<file path="src/rtl/multicycle_control_fsm.sv">
// Control sequencer for the multi-cycle RV32I core (fetch/decode/exec/mem/wb).
// Optional terminal ILLEGAL state when ILLEGAL_TRAP_EN is defined.
module multicycle_control_fsm #(
  parameter int MEM_WAIT_MAX = 0
) (
  input  logic       clk,
  input  logic       rst,
  input  logic [6:0] opcode,
  input  logic [2:0] funct3,
  input  logic       funct7b5,
  input  logic       zero,
  input  logic       mem_ready,
  output logic       pc_write,
  output logic       adr_src,
  output logic       mem_read,
  output logic       mem_write,
  output logic       ir_write,
  output logic       reg_write,
  output logic [1:0] result_src,
  output logic [1:0] alu_src_a,
  output logic [1:0] alu_src_b,
  output logic [2:0] alu_control,
  output logic [3:0] state_out,
  output logic       mem_timeout,
  output logic       illegal_instr
);

  typedef enum logic [3:0] {
    S_FETCH    = 4'd0,
    S_DECODE   = 4'd1,
    S_MEMADR   = 4'd2,
    S_MEMREAD  = 4'd3,
    S_MEMWB    = 4'd4,
    S_MEMWRITE = 4'd5,
    S_EXECR    = 4'd6,
    S_ALUWB    = 4'd7,
    S_EXECI    = 4'd8,
    S_JAL      = 4'd9,
    S_BRANCH   = 4'd10,
    S_ILLEGAL  = 4'd11
  } state_t;

  localparam logic [2:0] ALU_ADD = 3'b000;
  localparam logic [2:0] ALU_SUB = 3'b001;
  localparam logic [2:0] ALU_AND = 3'b010;
  localparam logic [2:0] ALU_OR  = 3'b011;
  localparam logic [2:0] ALU_XOR = 3'b100;
  localparam logic [2:0] ALU_SLT = 3'b101;

  localparam int CW =
    (MEM_WAIT_MAX > 0) ? $clog2(MEM_WAIT_MAX + 1) : 1;

  state_t        state;
  state_t        next_state;
  logic [CW-1:0] wait_cnt;
  logic          illegal_q;
  logic          is_wait;
  logic          expired;
  logic          pc_update;
  logic          branch;
  logic          taken;
  logic [2:0]    alu_exec;

  always_ff @(posedge clk) begin
    if (!rst) state <= S_FETCH;
    else      state <= next_state;
  end

  assign is_wait = (state == S_FETCH) ||
                   (state == S_MEMREAD) ||
                   (state == S_MEMWRITE);

  // Expiry only counts when the access did not complete this cycle.
  assign expired = (MEM_WAIT_MAX > 0) && is_wait && !mem_ready &&
                   (wait_cnt == CW'(MEM_WAIT_MAX));

  always_ff @(posedge clk) begin
    if (!rst || next_state != state || expired)
      wait_cnt <= '0;
    else if ((MEM_WAIT_MAX > 0) && is_wait && !mem_ready)
      wait_cnt <= wait_cnt + 1'b1;
  end

`ifdef ILLEGAL_TRAP_EN
  always_ff @(posedge clk) begin
    if (!rst)                        illegal_q <= 1'b0;
    else if (next_state == S_ILLEGAL) illegal_q <= 1'b1;
  end
`else
  assign illegal_q = 1'b0;
`endif

  always_comb begin
    unique case (funct3)
      3'b000: alu_exec = (state == S_EXECR &&
                          opcode == 7'b0110011 &&
                          funct7b5) ? ALU_SUB : ALU_ADD;
      3'b100: alu_exec = ALU_XOR;
      3'b110: alu_exec = ALU_OR;
      3'b111: alu_exec = ALU_AND;
      3'b010: alu_exec = ALU_SLT;
      default: alu_exec = ALU_ADD;
    endcase
  end

  always_comb begin
    unique case (funct3)
      3'b000:  taken = zero;
      3'b001:  taken = !zero;
      default: taken = 1'b0;
    endcase
  end

  always_comb begin
    next_state  = state;
    pc_update   = 1'b0;
    branch      = 1'b0;
    adr_src     = 1'b0;
    mem_read    = 1'b0;
    mem_write   = 1'b0;
    ir_write    = 1'b0;
    reg_write   = 1'b0;
    result_src  = 2'b00;
    alu_src_a   = 2'b00;
    alu_src_b   = 2'b00;
    alu_control = ALU_ADD;
    mem_timeout = 1'b0;
    unique case (state)
      S_FETCH: begin
        mem_read   = 1'b1;
        alu_src_b  = 2'b10;
        result_src = 2'b10;
        if (mem_ready) begin
          ir_write   = 1'b1;
          pc_update  = 1'b1;
          next_state = S_DECODE;
        end else if (expired) begin
          mem_timeout = 1'b1;
        end
      end
      S_DECODE: begin
        alu_src_a = 2'b01;
        alu_src_b = 2'b01;
        unique case (opcode)
          7'b0000011,
          7'b0100011: next_state = S_MEMADR;
          7'b0110011: next_state = S_EXECR;
          7'b0010011: next_state = S_EXECI;
          7'b1101111: next_state = S_JAL;
          7'b1100011: next_state = S_BRANCH;
          default:    next_state = S_ILLEGAL;
        endcase
      end
      S_MEMADR: begin
        alu_src_a  = 2'b10;
        alu_src_b  = 2'b01;
        next_state = opcode[5] ? S_MEMWRITE : S_MEMREAD;
      end
      S_MEMREAD: begin
        mem_read = 1'b1;
        adr_src  = 1'b1;
        if (mem_ready) next_state = S_MEMWB;
        else if (expired) begin
          mem_timeout = 1'b1;
          next_state  = S_FETCH;
        end
      end
      S_MEMWB: begin
        result_src = 2'b01;
        reg_write  = 1'b1;
        next_state = S_FETCH;
      end
      S_MEMWRITE: begin
        mem_write = 1'b1;
        adr_src   = 1'b1;
        if (mem_ready) next_state = S_FETCH;
        else if (expired) begin
          mem_timeout = 1'b1;
          next_state  = S_FETCH;
        end
      end
      S_EXECR: begin
        alu_src_a   = 2'b10;
        alu_control = alu_exec;
        next_state  = S_ALUWB;
      end
      S_EXECI: begin
        alu_src_a   = 2'b10;
        alu_src_b   = 2'b01;
        alu_control = alu_exec;
        next_state  = S_ALUWB;
      end
      S_ALUWB: begin
        reg_write  = 1'b1;
        next_state = S_FETCH;
      end
      S_JAL: begin
        alu_src_a  = 2'b01;
        alu_src_b  = 2'b10;
        pc_update  = 1'b1;
        next_state = S_ALUWB;
      end
      S_BRANCH: begin
        alu_src_a   = 2'b10;
        alu_control = ALU_SUB;
        branch      = 1'b1;
        next_state  = S_FETCH;
      end
      S_ILLEGAL: begin
`ifdef ILLEGAL_TRAP_EN
        next_state = S_ILLEGAL;
`else
        next_state = S_FETCH;
`endif
      end
      default: next_state = S_FETCH;
    endcase
    pc_write      = pc_update | (branch & taken);
    state_out     = state;
    illegal_instr = illegal_q;
    // Reset silences every output, including the debug state view.
    if (!rst) begin
      pc_write      = 1'b0;
      adr_src       = 1'b0;
      mem_read      = 1'b0;
      mem_write     = 1'b0;
      ir_write      = 1'b0;
      reg_write     = 1'b0;
      result_src    = 2'b00;
      alu_src_a     = 2'b00;
      alu_src_b     = 2'b00;
      alu_control   = ALU_ADD;
      state_out     = 4'd0;
      mem_timeout   = 1'b0;
      illegal_instr = 1'b0;
    end
  end

endmodule

</file>
<file path="config.mk">
export PLATFORM = sky130hd
export DESIGN_NAME = multicycle_control_fsm
export DESIGN_NICKNAME = d
export VERILOG_FILES = /design/src/rtl/multicycle_control_fsm.sv
export SDC_FILE = /design/constraint.sdc
export NUM_CORES = 1
export LEC_CHECK = 0
export ABC_AREA = 1
export BUFFER_PORTS_ARGS = -buffer_cell sky130_fd_sc_hd__buf_2
export CAP_MARGIN = 10
export CORE_MARGIN = 2
export CORE_UTILIZATION = 45
export CTS_BUF_LIST = sky130_fd_sc_hd__clkbuf_4
export DETAILED_ROUTE_END_ITERATION = 8
export PLACE_DENSITY = 0.81
export SYNTH_ARGS = -nofsm -noshare
export SYNTH_HDL_FRONTEND = slang
export SYNTH_SLANG_ARGS = --single-unit
</file>
<file path="constraint.sdc">
create_clock -name clk -period 1.5 [get_ports clk]
set_input_delay 0.15 -clock clk [delete_from_list [all_inputs] [get_ports clk]]
set_output_delay 0.15 -clock clk [all_outputs]
set_load 0.02 [all_outputs]
</file>
==> results of run 1 <==
layer usage:
layer,vias up,share of wire,global-route usage
met5,-,0,0
met2,61,0.48,0.378
met1,457,0.39,0.270
met3,16,0.068,0.0302
li1,487,-,-
met4,0,0.062,0.119
cell usage in the layout, fill, tap and decap left out, types with 2 or more instances in the layout:
cell / n
o21ai_0: 4
dfxtp_4: 3
buf_6: 2
inv_2: 2
nand2_2: 3
nand3_1: 8
a21oi_2: 2
nor2_4: 6
nor2_2: 4
nand2_4: 4
nand2_1: 36
nand3b_1: 2
inv_1: 18
nor2_1: 17
clkbuf_4: 3
inv_4: 2
a21oi_1: 4
conb_1: 2
buf_2: 25
a31oi_1: 2
buf_4: 17
through the flow:
stage / setup slack [ns] / hold slack (ns) / utilization
2_1_floorplan: 0.0960 / 0.352 / -
3_3_place_gp: 0.0999 / 0.483 / 0.629
3_5_place_dp: 0.0699 / 0.485 / 0.629
4_1_cts: -0.0449 / 0.228 / 0.694
5_1_grt: -0.232 / 0.284 / 0.795
6_report: -0.235 / 0.262 / 0.795
worst register-to-register path: stages (launching register included):
cell and delay, ns:
dfxtp_4 0.38, inv_4 0.05, nor2_4 0.14, nand2_4 0.09, buf_4 0.14, buf_4 0.13
nand3_4 0.10, nor2_2 0.04, nor2_2 0.11, nand2_1 0.06, nand2_1 0.05
power groups by stage:
stage / Combinational, mW / Sequential (mW) / Clock (mW)
finish: 1.19 / 0.235 / 0.132
global route: 1.28 / 0.239 / 0.142
CTS: 0.939 / 0.230 / 0.136
detailed placement: 0.871 / 0.201 / 0
global placement: 0.857 / 0.200 / 0
floorplan: 0.645 / 0.193 / 0
final timing paths:
kind | startpoint | end | depth (start not counted)
worst max-delay path | state[3]$_SDFFE_PN0P_ | adr_src | 5
worst min-delay path | rst | state[1]$_SDFFE_PN0P_ | 3
worst max register to register | state[3]$_SDFFE_PN0P_ | state[2]$_SDFFE_PN0P_ | 10
worst min register to register | state[2]$_SDFFE_PN0P_ | state[2]$_SDFFE_PN0P_ | 4
area by class of cell:
cell class	count	area, sq um	area share
multi-input combinational	100	559	0.528
timing repair buffer	44	275	0.260
sequential	4	92.6	0.0874
inverter	23	91.3	0.0862
clock buffer	3	22.5	0.0213
tap	15	18.8	0.0177
cells by family (layout without fill, tap and decap cells):
logic type / after synthesis / count (layout) / share of synthesized area
DFF: 4 / 4 / 0.121
xor gates and xnor gates: 1 / 1 / 0.0132
other: 1 / 2 / 0.00565
and+or+nand+nor: 84 / 84 / 0.594
AOI/OAI and AO/OA: 13 / 13 / 0.106
buffers and inverters: 26 / 70 / 0.160
repair_timing:
| item | CTS | global route |
|---|---|---|
| pin swaps | 2 | 9 |
| setup buffers | 3 | 7 |
| endpoints found under the setup margin | 9 | 11 |
| gates resized for setup | 14 | 23 |
| hold buffers | 0 | 0 |
==> run_results.csv, run 1 <==
group,metric,value,unit
synth,postSynthAreaPerCell,5.14,sq um
timing,finalHoldViolations,0,
critical_path,worst-path-buf-inv,2,
timing,skew,0.00190,ns
finish,fin_cells,189,
synth,yosysMostFrequentCell,"nand2_1",
hold_path,hold_class,"in2reg",
cts,numCtsBuffers,3,
critical_path,cp.arrival,1.58,ns
critical_path,r2r_slack,0.16,ns
timing,tns,-0.760,ns
routing,drc,0,
synth,synth-main-ff-cell,"dfxtp_1",
global_routing,track_usage,0.224,
cts,cts_tree,"yes",
synth,synth.top_cell.area_share,0.221,
critical_path,crit_family,"flip-flops",
routing,antenna_left,0,
synth,synth_cell_type_count,22,
cts,clock_path_buffers,2,
routing,num_vias,1021,
routing,drt_iter0_markers,38,
critical_path,cp_cell_sequence,"buf_4 > nor2_4 > nand2_1 > a21oi_1 > buf_4",
cts,cts_root_buf,"clkbuf_4",
synth,synthTopCellsByCount,"nand2_1 (39), nor2_1 (19), inv_1 (18)",
routing,wl_per_cell,13.1,um
pwr,p_total,1.55,mW
synth,ys_top_cells_by_area,"nand2_1 (22%), dfxtp_1 (12%), nor2_1 (11%)",
pwr,combPwrFrac,0.764,
pwr,internal-power,0.706,mW
synth,yosys_warnings,0,
global_routing,grt_max_degree,11,
routing,finalWirelength,2490,um
global_routing,grt.overflow.total,0,
run_status,violations,"negative setup slack",
place,dpl-instance-area,838,sq um
timing,min_period_over_period,1.16,
run_status,status,"finished, violations left",
pwr,seq_power_share,0.152,
place,numPortBuffers,33,
finish,fin_area,1060,sq um
synth,synthesis.area,663,sq um
floorplan,rows,13,
pwr,p_sw_frac,0.545,
pwr,vdd.ir_drop.worst,0.00100,V
pwr,pwr-share-clk,0.085,
routing,drt-pass1-iter-count,5,
timing,drv_slew,0,
pwr,power_switching,0.847,mW
critical_path,start_kind,"flip-flop",
cts,clkLatencyLatePin,0.24,ns
pwr,p_leak,0.630,nW
place,hpwl,1450,um
critical_path,cp_max_fo,8,
timing,grt_setup_unrepaired,"true",
floorplan,start_util,0.497,
floorplan,fp.dieArea,1800,sq um
finish,syn2layout_area_growth,59.8,%
finish,drive_gt1_frac,0.443,
floorplan,die_y,42.4,um
synth,synth-edff-count,0,
floorplan,io-pin-count,36,
synth,synth_seq_cells,4,
finish,top_register,"state",
flow_run,drv_cap,0,
critical_path,cp.required,1.35,ns
critical_path,critical_path_class,"reg2out",
synth,netlist_instances,129,
synth,synth-seq-area-share,0.121,
critical_path,max_stage_delay,0.36,ns
global_routing,grt_pass1_vias,780,
global_routing,grt_pass1_wl,3150,um
timing,setup_viol,8,
critical_path,critPathSlowestCell,"dfxtp_4",
floorplan,core_area,1330,sq um
timing,finalWorstSetupSlack,-0.235,ns
finish,layout.nets,191,
cts,htreeDepth,1,
synth,ys_async_sr_fraction,0,
critical_path,path_common_cell,"buf_4",
floorplan,die_w,42.4,um
timing,fin_crit,1.73,ns
place,dp.cells,176,
finish,largest_register_ffs,4,
global_routing,antenna_found_initial,0,
cts,clk_pin_slew_worst_paths,0.03,ns
finish,reg.largest.list,"state: 4 flops",
routing,via_per_inst,5.40,
place,place.gp.congestion,0.857,
critical_path,endpoint_kind,"output port",
finish,fillCellCount,94,
timing,fmax,576,MHz
synth,yosys.area.top_type,"nand2_1",
finish,antennaDiodeCount,0,
pwr,power_density,1470,nW/um^2
cts,clock-sinks,4,
Note: power is estimated with default switching activity, not from simulation.
==> run 2, diff against run 1 <==
--- a/config.mk
+++ b/config.mk
@@ -12,7 +12,7 @@
 export CORE_UTILIZATION = 45
 export CTS_BUF_LIST = sky130_fd_sc_hd__clkbuf_4
 export DETAILED_ROUTE_END_ITERATION = 8
-export PLACE_DENSITY = 0.81
+export PLACE_DENSITY = 0.92
 export SYNTH_ARGS = -nofsm -noshare
 export SYNTH_HDL_FRONTEND = slang
 export SYNTH_SLANG_ARGS = --single-unit
==> run 2 against run 1 <==
Compared with the run above:
- the flow still finishes with violations (negative setup slack)
- total power decreased by 8.4%
- non-clock buffer count decreased by 5
- clock-buffer cell count unchanged
- clock skew about the same
- via count decreased by 0.29%
- clock power about the same
- global-route usage increased by 0.43 points
- worst hold slack about the same
- worst setup slack improved by 0.072 ns
- design area decreased by 4.8%
- utilization decreased by 3.8 points
- critical endpoint is now alu_control[0]
- highest routed layer unchanged
==> run_results.csv, run 2 (synthesis gave the netlist of run 1 again) <==
group,metric,value,unit
pwr,vdd.ir_drop.worst,0.000725,V
floorplan,die_y,42.4,um
global_routing,antenna_found_initial,0,
flow_run,drv_cap,0,
pwr,combPwrFrac,0.741,
finish,syn2layout_area_growth,52.1,%
pwr,pwr-share-clk,0.093,
timing,skew,0.00153,ns
cts,clkLatencyLatePin,0.23,ns
pwr,p_sw_frac,0.559,
cts,htreeDepth,1,
pwr,power_switching,0.795,mW
floorplan,io-pin-count,36,
finish,antennaDiodeCount,0,
finish,layout.nets,186,
pwr,power_density,1410,nW/um^2
routing,drt-pass1-iter-count,4,
floorplan,die_w,42.4,um
floorplan,core_area,1330,sq um
critical_path,crit_family,"simple AND/OR/NAND/NOR gates",
place,dp_slack,0.0423,ns
finish,reg.largest.list,"state: 4 flops",
critical_path,cp_max_fo,4,
critical_path,critical_path_class,"reg2out",
timing,min_period_over_period,1.11,
global_routing,grt_pass1_vias,837,
critical_path,max_stage_delay,0.38,ns
cts,cts_tree,"yes",
critical_path,cp_cell_sequence,"inv_2 > nor2_4 > nand2_4 > nor2_2 > nand2_1 > nand2_1 > nand2_1 > a21oi_2 > buf_6",
floorplan,rows,13,
global_routing,track_usage,0.228,
pwr,internal-power,0.628,mW
timing,drv_slew,0,
critical_path,path_common_cell,"nand2_1",
finish,fin_cells,184,
hold_path,hold_class,"in2reg",
timing,grt_setup_unrepaired,"true",
finish,top_register,"state",
critical_path,start_kind,"flip-flop",
place,dp.cells,176,
global_routing,grt.overflow.total,0,
finish,largest_register_ffs,4,
finish,final_common_cell,"nand2_1",
floorplan,start_util,0.497,
place,hpwl,1430,um
pwr,seq_power_share,0.166,
critical_path,worst-path-buf-inv,2,
run_status,violations,"negative setup slack",
timing,finalHoldViolations,0,
place,dpl-instance-area,838,sq um
routing,finalWirelength,2290,um
finish,fin_util,0.756,
pwr,p_leak,0.602,nW
finish,layout_common_cells,"nand2_1 (37), buf_2 (25), inv_1 (16), nor2_1 (16), buf_4 (12)",
place,place.gp.congestion,0.874,
critical_path,cp.arrival,1.51,ns
cts,cts_root_buf,"clkbuf_4",
finish,drive_gt1_frac,0.438,
critical_path,endpoint_kind,"output port",
timing,finalWorstSetupSlack,-0.163,ns
routing,drt_iter0_markers,29,
timing,hold_ws,0.262,ns
routing,drc,0,
floorplan,fp.dieArea,1800,sq um
finish,fin_area,1010,sq um
cts,numCtsBuffers,3,
critical_path,cp.required,1.35,ns
timing,fin_crit,1.66,ns
cts,clock-sinks,4,
cts,clk_pin_slew_worst_paths,0.04,ns
critical_path,critPathSlowestCell,"dfxtp_4",
routing,wl_per_cell,12.5,um
place,numPortBuffers,33,
timing,fmax,601,MHz
routing,num_vias,1018,
timing,setup_viol,10,
routing,antenna_left,0,
global_routing,grt_pass1_wl,3250,um
global_routing,grt_max_degree,11,
run_status,status,"finished, violations left",
cts,clock_path_buffers,2,
routing,via_per_inst,5.53,
pwr,p_total,1.42,mW
timing,tns,-0.648,ns
[run 2: cell types whose count changed in the layout (fill, tap and decap cells not counted), sizes merged]
cell	previous run	this run
buf	44	39
[run 2: worst min-delay path: stages]
cell	delay [ns]
buf_2	0.17
nand2_1	0.09
nand2_1	0.04
[run 2: power by group through the flow]
stage | clock network, mW | logic, mW | registers [mW]
2_1_floorplan | 0 | 0.645 | 0.193
3_3_place_gp | 0 | 0.846 | 0.201
3_5_place_dp | 0 | 0.861 | 0.206
4_1_cts | 0.136 | 0.928 | 0.226
5_1_grt | 0.146 | 1.14 | 0.240
6_report | 0.132 | 1.05 | 0.236
[run 2: final cells by class]
cell class,instances,area [sq um]
clock buffers,3,22.5
fillers,96,325
repair buffers,39,238
multi-input cells,100,548
inverters,23,88.8
well taps,15,18.8
flip-flops and latches,4,92.6
[run 2: final timing paths]
check / slack, ns / startpoint / end / cells past startpoint
max: -0.16 / state[2]$_SDFFE_PN0P_ / alu_control[0] / 9
min: 0.26 / rst / state[1]$_SDFFE_PN0P_ / 3
max reg2reg: 0.20 / state[2]$_SDFFE_PN0P_ / state[2]$_SDFFE_PN0P_ / 6
min reg2reg: 0.64 / state[2]$_SDFFE_PN0P_ / state[2]$_SDFFE_PN0P_ / 4
[run 2: metal layers]
layer,share of wire,vias up,track usage
li1,-,480,-
met1,0.38,468,0.276
met2,0.53,62,0.409
met3,0.071,8,0.0172
met4,0.017,0,0.0938
met5,0,-,0
[run 2: repair_timing]
action / CTS / global route
hold buffers: 0 / 0
setup buffers: 3 / 2
pin swaps: 3 / 3
setup endpoints to repair: 8 / 12
gates cloned: 0 / 0
gates resized for setup: 12 / 25
==> run 3, diff against run 2 <==
--- a/config.mk
+++ b/config.mk
@@ -5,7 +5,7 @@
 export SDC_FILE = /design/constraint.sdc
 export NUM_CORES = 1
 export LEC_CHECK = 0
-export ABC_AREA = 1
+export ABC_AREA = 0
 export BUFFER_PORTS_ARGS = -buffer_cell sky130_fd_sc_hd__buf_2
 export CAP_MARGIN = 10
 export CORE_MARGIN = 2
@@ -13,6 +13,7 @@
 export CTS_BUF_LIST = sky130_fd_sc_hd__clkbuf_4
 export DETAILED_ROUTE_END_ITERATION = 8
 export PLACE_DENSITY = 0.92
+export REMOVE_ABC_BUFFERS = 1
 export SYNTH_ARGS = -nofsm -noshare
 export SYNTH_HDL_FRONTEND = slang
 export SYNTH_SLANG_ARGS = --single-unit
==> run 3 against run 2 <==
Compared with the run above:
- the run still ends with negative setup slack left
- combinational power increased by 100%
- register-to-register slack got worse by 0.27 ns
- critical path depth is 3 lower
- global-route usage rose by 6.7 points
- via count up 16%
- maximum frequency shrank 4.8%
- largest cell class unchanged
==> run_results.csv, run 3 <==
group,metric,value,unit
synth,synth.top_cell.area_share,0.123,
critical_path,cp.arrival,1.60,ns
timing,fin_crit,1.75,ns
timing,skew,0.00389,ns
cts,numCtsBuffers,3,
pwr,p_total,2.52,mW
timing,fmax,572,MHz
synth,yosys_warnings,0,
place,numPortBuffers,33,
routing,num_vias,1176,
synth,postSynthAreaPerCell,6.49,sq um
finish,final_common_cell,"buf_4",
synth,synth_cell_type_count,35,
routing,drc,0,
critical_path,start_kind,"flip-flop",
finish,layout.nets,171,
floorplan,die_y,42.0,um
critical_path,critical_path_class,"reg2out",
pwr,p_leak,0.567,nW
routing,wl_per_cell,22.6,um
synth,yosys.area.top_type,"dfxtp_1",
global_routing,grt.overflow.total,0,
run_status,status,"finished, violations left",
cts,htreeDepth,1,
pwr,power_density,1990,nW/um^2
place,hpwl,1400,um
critical_path,r2r_slack,-0.07,ns
critical_path,r2r-end,"state[1]$_SDFFE_PN0P_",
timing,min_period_over_period,1.16,
floorplan,io-pin-count,36,
timing,drv_slew,0,
global_routing,antenna_found_initial,0,
critical_path,endpoint_kind,"output port",
timing,finalWorstSetupSlack,-0.247,ns
timing,finalHoldViolations,0,
synth,netlist_instances,100,
synth,ys_async_sr_fraction,0,
flow_run,drv_cap,0,
global_routing,grt_pass1_vias,899,
synth,ys_top_cells_by_area,"dfxtp_1 (12%), nand2_1 (6.9%), nor2_1 (6.9%)",
synth,synth-seq-area-share,0.123,
hold_path,hold_class,"in2reg",
cts,clock_path_buffers,2,
synth,synth_seq_cells,4,
synth,synth-edff-count,0,
floorplan,die_w,42.0,um
routing,drt_iter0_markers,97,
cts,cts_tree,"yes",
cts,clk_pin_slew_worst_paths,0.04,ns
critical_path,cp.required,1.35,ns
timing,setup_viol,16,
cts,cts_root_buf,"clkbuf_4",
critical_path,reg2regPathDepth,6,
routing,finalWirelength,3820,um
routing,drt-pass1-iter-count,5,
run_status,violations,"negative setup slack",
pwr,vdd.ir_drop.worst,0.00169,V
routing,antenna_left,0,
finish,fin_util,0.961,
hold_path,hold_depth,3,
finish,layout_common_cells,"buf_4 (25), buf_2 (23), nand2_1 (11)",
cts,clkLatencyLatePin,0.24,ns
floorplan,rows,13,
finish,drive_gt1_frac,0.604,
floorplan,fp.dieArea,1760,sq um
global_routing,grt_max_degree,12,
routing,via_per_inst,6.96,
global_routing,track_usage,0.295,
synth,synthesis.area,649,sq um
hold_path,min_from,"opcode[4]",
floorplan,core_area,1320,sq um
place,place.gp.congestion,0.801,
synth,synth-main-ff-cell,"dfxtp_1",
cts,clock-sinks,4,
critical_path,cp_max_fo,4,
finish,syn2layout_area_growth,95.0,%
hold_path,hold_path_end,"state[3]$_SDFFE_PN0P_",
timing,tns,-1.21,ns
finish,largest_register_ffs,4,
synth,synthTopCellsByCount,"nand2_1 (12), nor2_1 (12), nor3_1 (8)",
finish,antennaDiodeCount,0,
finish,reg.largest.list,"state: 4 flops",
critical_path,r2r-start,"state[3]$_SDFFE_PN0P_",
global_routing,grt_pass1_wl,4070,um
floorplan,start_util,0.493,
finish,top_register,"state",
timing,grt_setup_unrepaired,"true",
run 3: cell count changes in the layout (fill, tap and decap cells not counted), moves of 4 or more:
cell / change
buf_4: +13
o21ai_1: +5
nand2_1: -26
inv_1: -14
inv_2: -5
nand2_4: -4
nand3_1: -9
nand2b_1: +4
buf_6: +7
nor2_1: -9
and2_1: +5
run 3: logic make-up after synthesis:
| logic type | share of synthesized area |
|---|---|
| simple gates | 0.472 |
| xor+xnor | 0.0809 |
| fa+ha+maj | 0.0154 |
| other cells | 0.00577 |
| flops | 0.123 |
| mux | 0.0173 |
| compound gates | 0.179 |
| buf+inv | 0.106 |
run 3: final cells by class:
cell class                      instances  area (sq um)
Inverter                                2          7.51
Sequential cell                         4          95.1
Timing Repair Buffer                   59           439
Fill cell                              27          51.3
Clock buffer                            3          22.5
Tap cell                               15          18.8
Multi-Input combinational cell         86           683
run 3: per-layer routing:
metal | vias to the layer above | global-route usage | wire length (um)
met5 | - | 0 | 0
met4 | 0 | 0.161 | 368
met3 | 52 | 0.0345 | 504
met2 | 155 | 0.528 | 1780
met1 | 517 | 0.334 | 1170
li1 | 452 | - | -
run 3: how the worst max path moves through the flow:
| stage | start | to | slack (ns) | cells after the start |
|---|---|---|---|---|
| final | state[3]$_SDFFE_PN0P_ | pc_write | -0.25 | 6 |
| after global routing | state[0]$_SDFFE_PN0P_ | alu_control[0] | -0.31 | 5 |
| after CTS | state[1]$_SDFFE_PN0P_ | alu_control[0] | -0.08 | 5 |
| after detailed placement | state[0]$_SDFFE_PN0P_ | state[0]$_SDFFE_PN0P_ | -0.1 | 5 |
| after global placement | opcode[3] | alu_control[0] | -0.009 | 7 |
| after floorplan | state[1]$_SDFFE_PN0P_ | alu_control[0] | -0.38 | 4 |
run 3: worst max-delay path, stage by stage (launching register included):
cell,delay (ns)
dfxtp_4,0.38
nor2b_4,0.18
nand2_2,0.07
nor4b_2,0.33
a21oi_1,0.07
nor2b_1,0.15
buf_4,0.16
run 3: report_power, final:
group          internal [mW]  switching [mW]  leakage (nW)
Sequential             0.177          0.0969        0.0356
Clock                 0.0899          0.0506        0.0138
Combinational          0.980            1.12         0.518
run 3: stage by stage:
stage	instances	instance area [sq um]	hold slack, ns	setup WS (ns)
after floorplan	92	592	0.308	-0.380
after global placement	151	858	0.472	-0.00921
after detailed placement	151	858	0.476	-0.0959
after CTS	160	1060	0.223	-0.0769
after global routing	169	1270	0.207	-0.309
final	169	1270	0.218	-0.247
run 3: timing repair:
action                                 in CTS  in global routing
pin swaps                                   6                  7
buffers inserted                            6                 10
endpoints found under the hold margin       0                  0
setup endpoints to repair                  14                 14
hold buffers                                0                  0
gates resized for setup                    32                 37
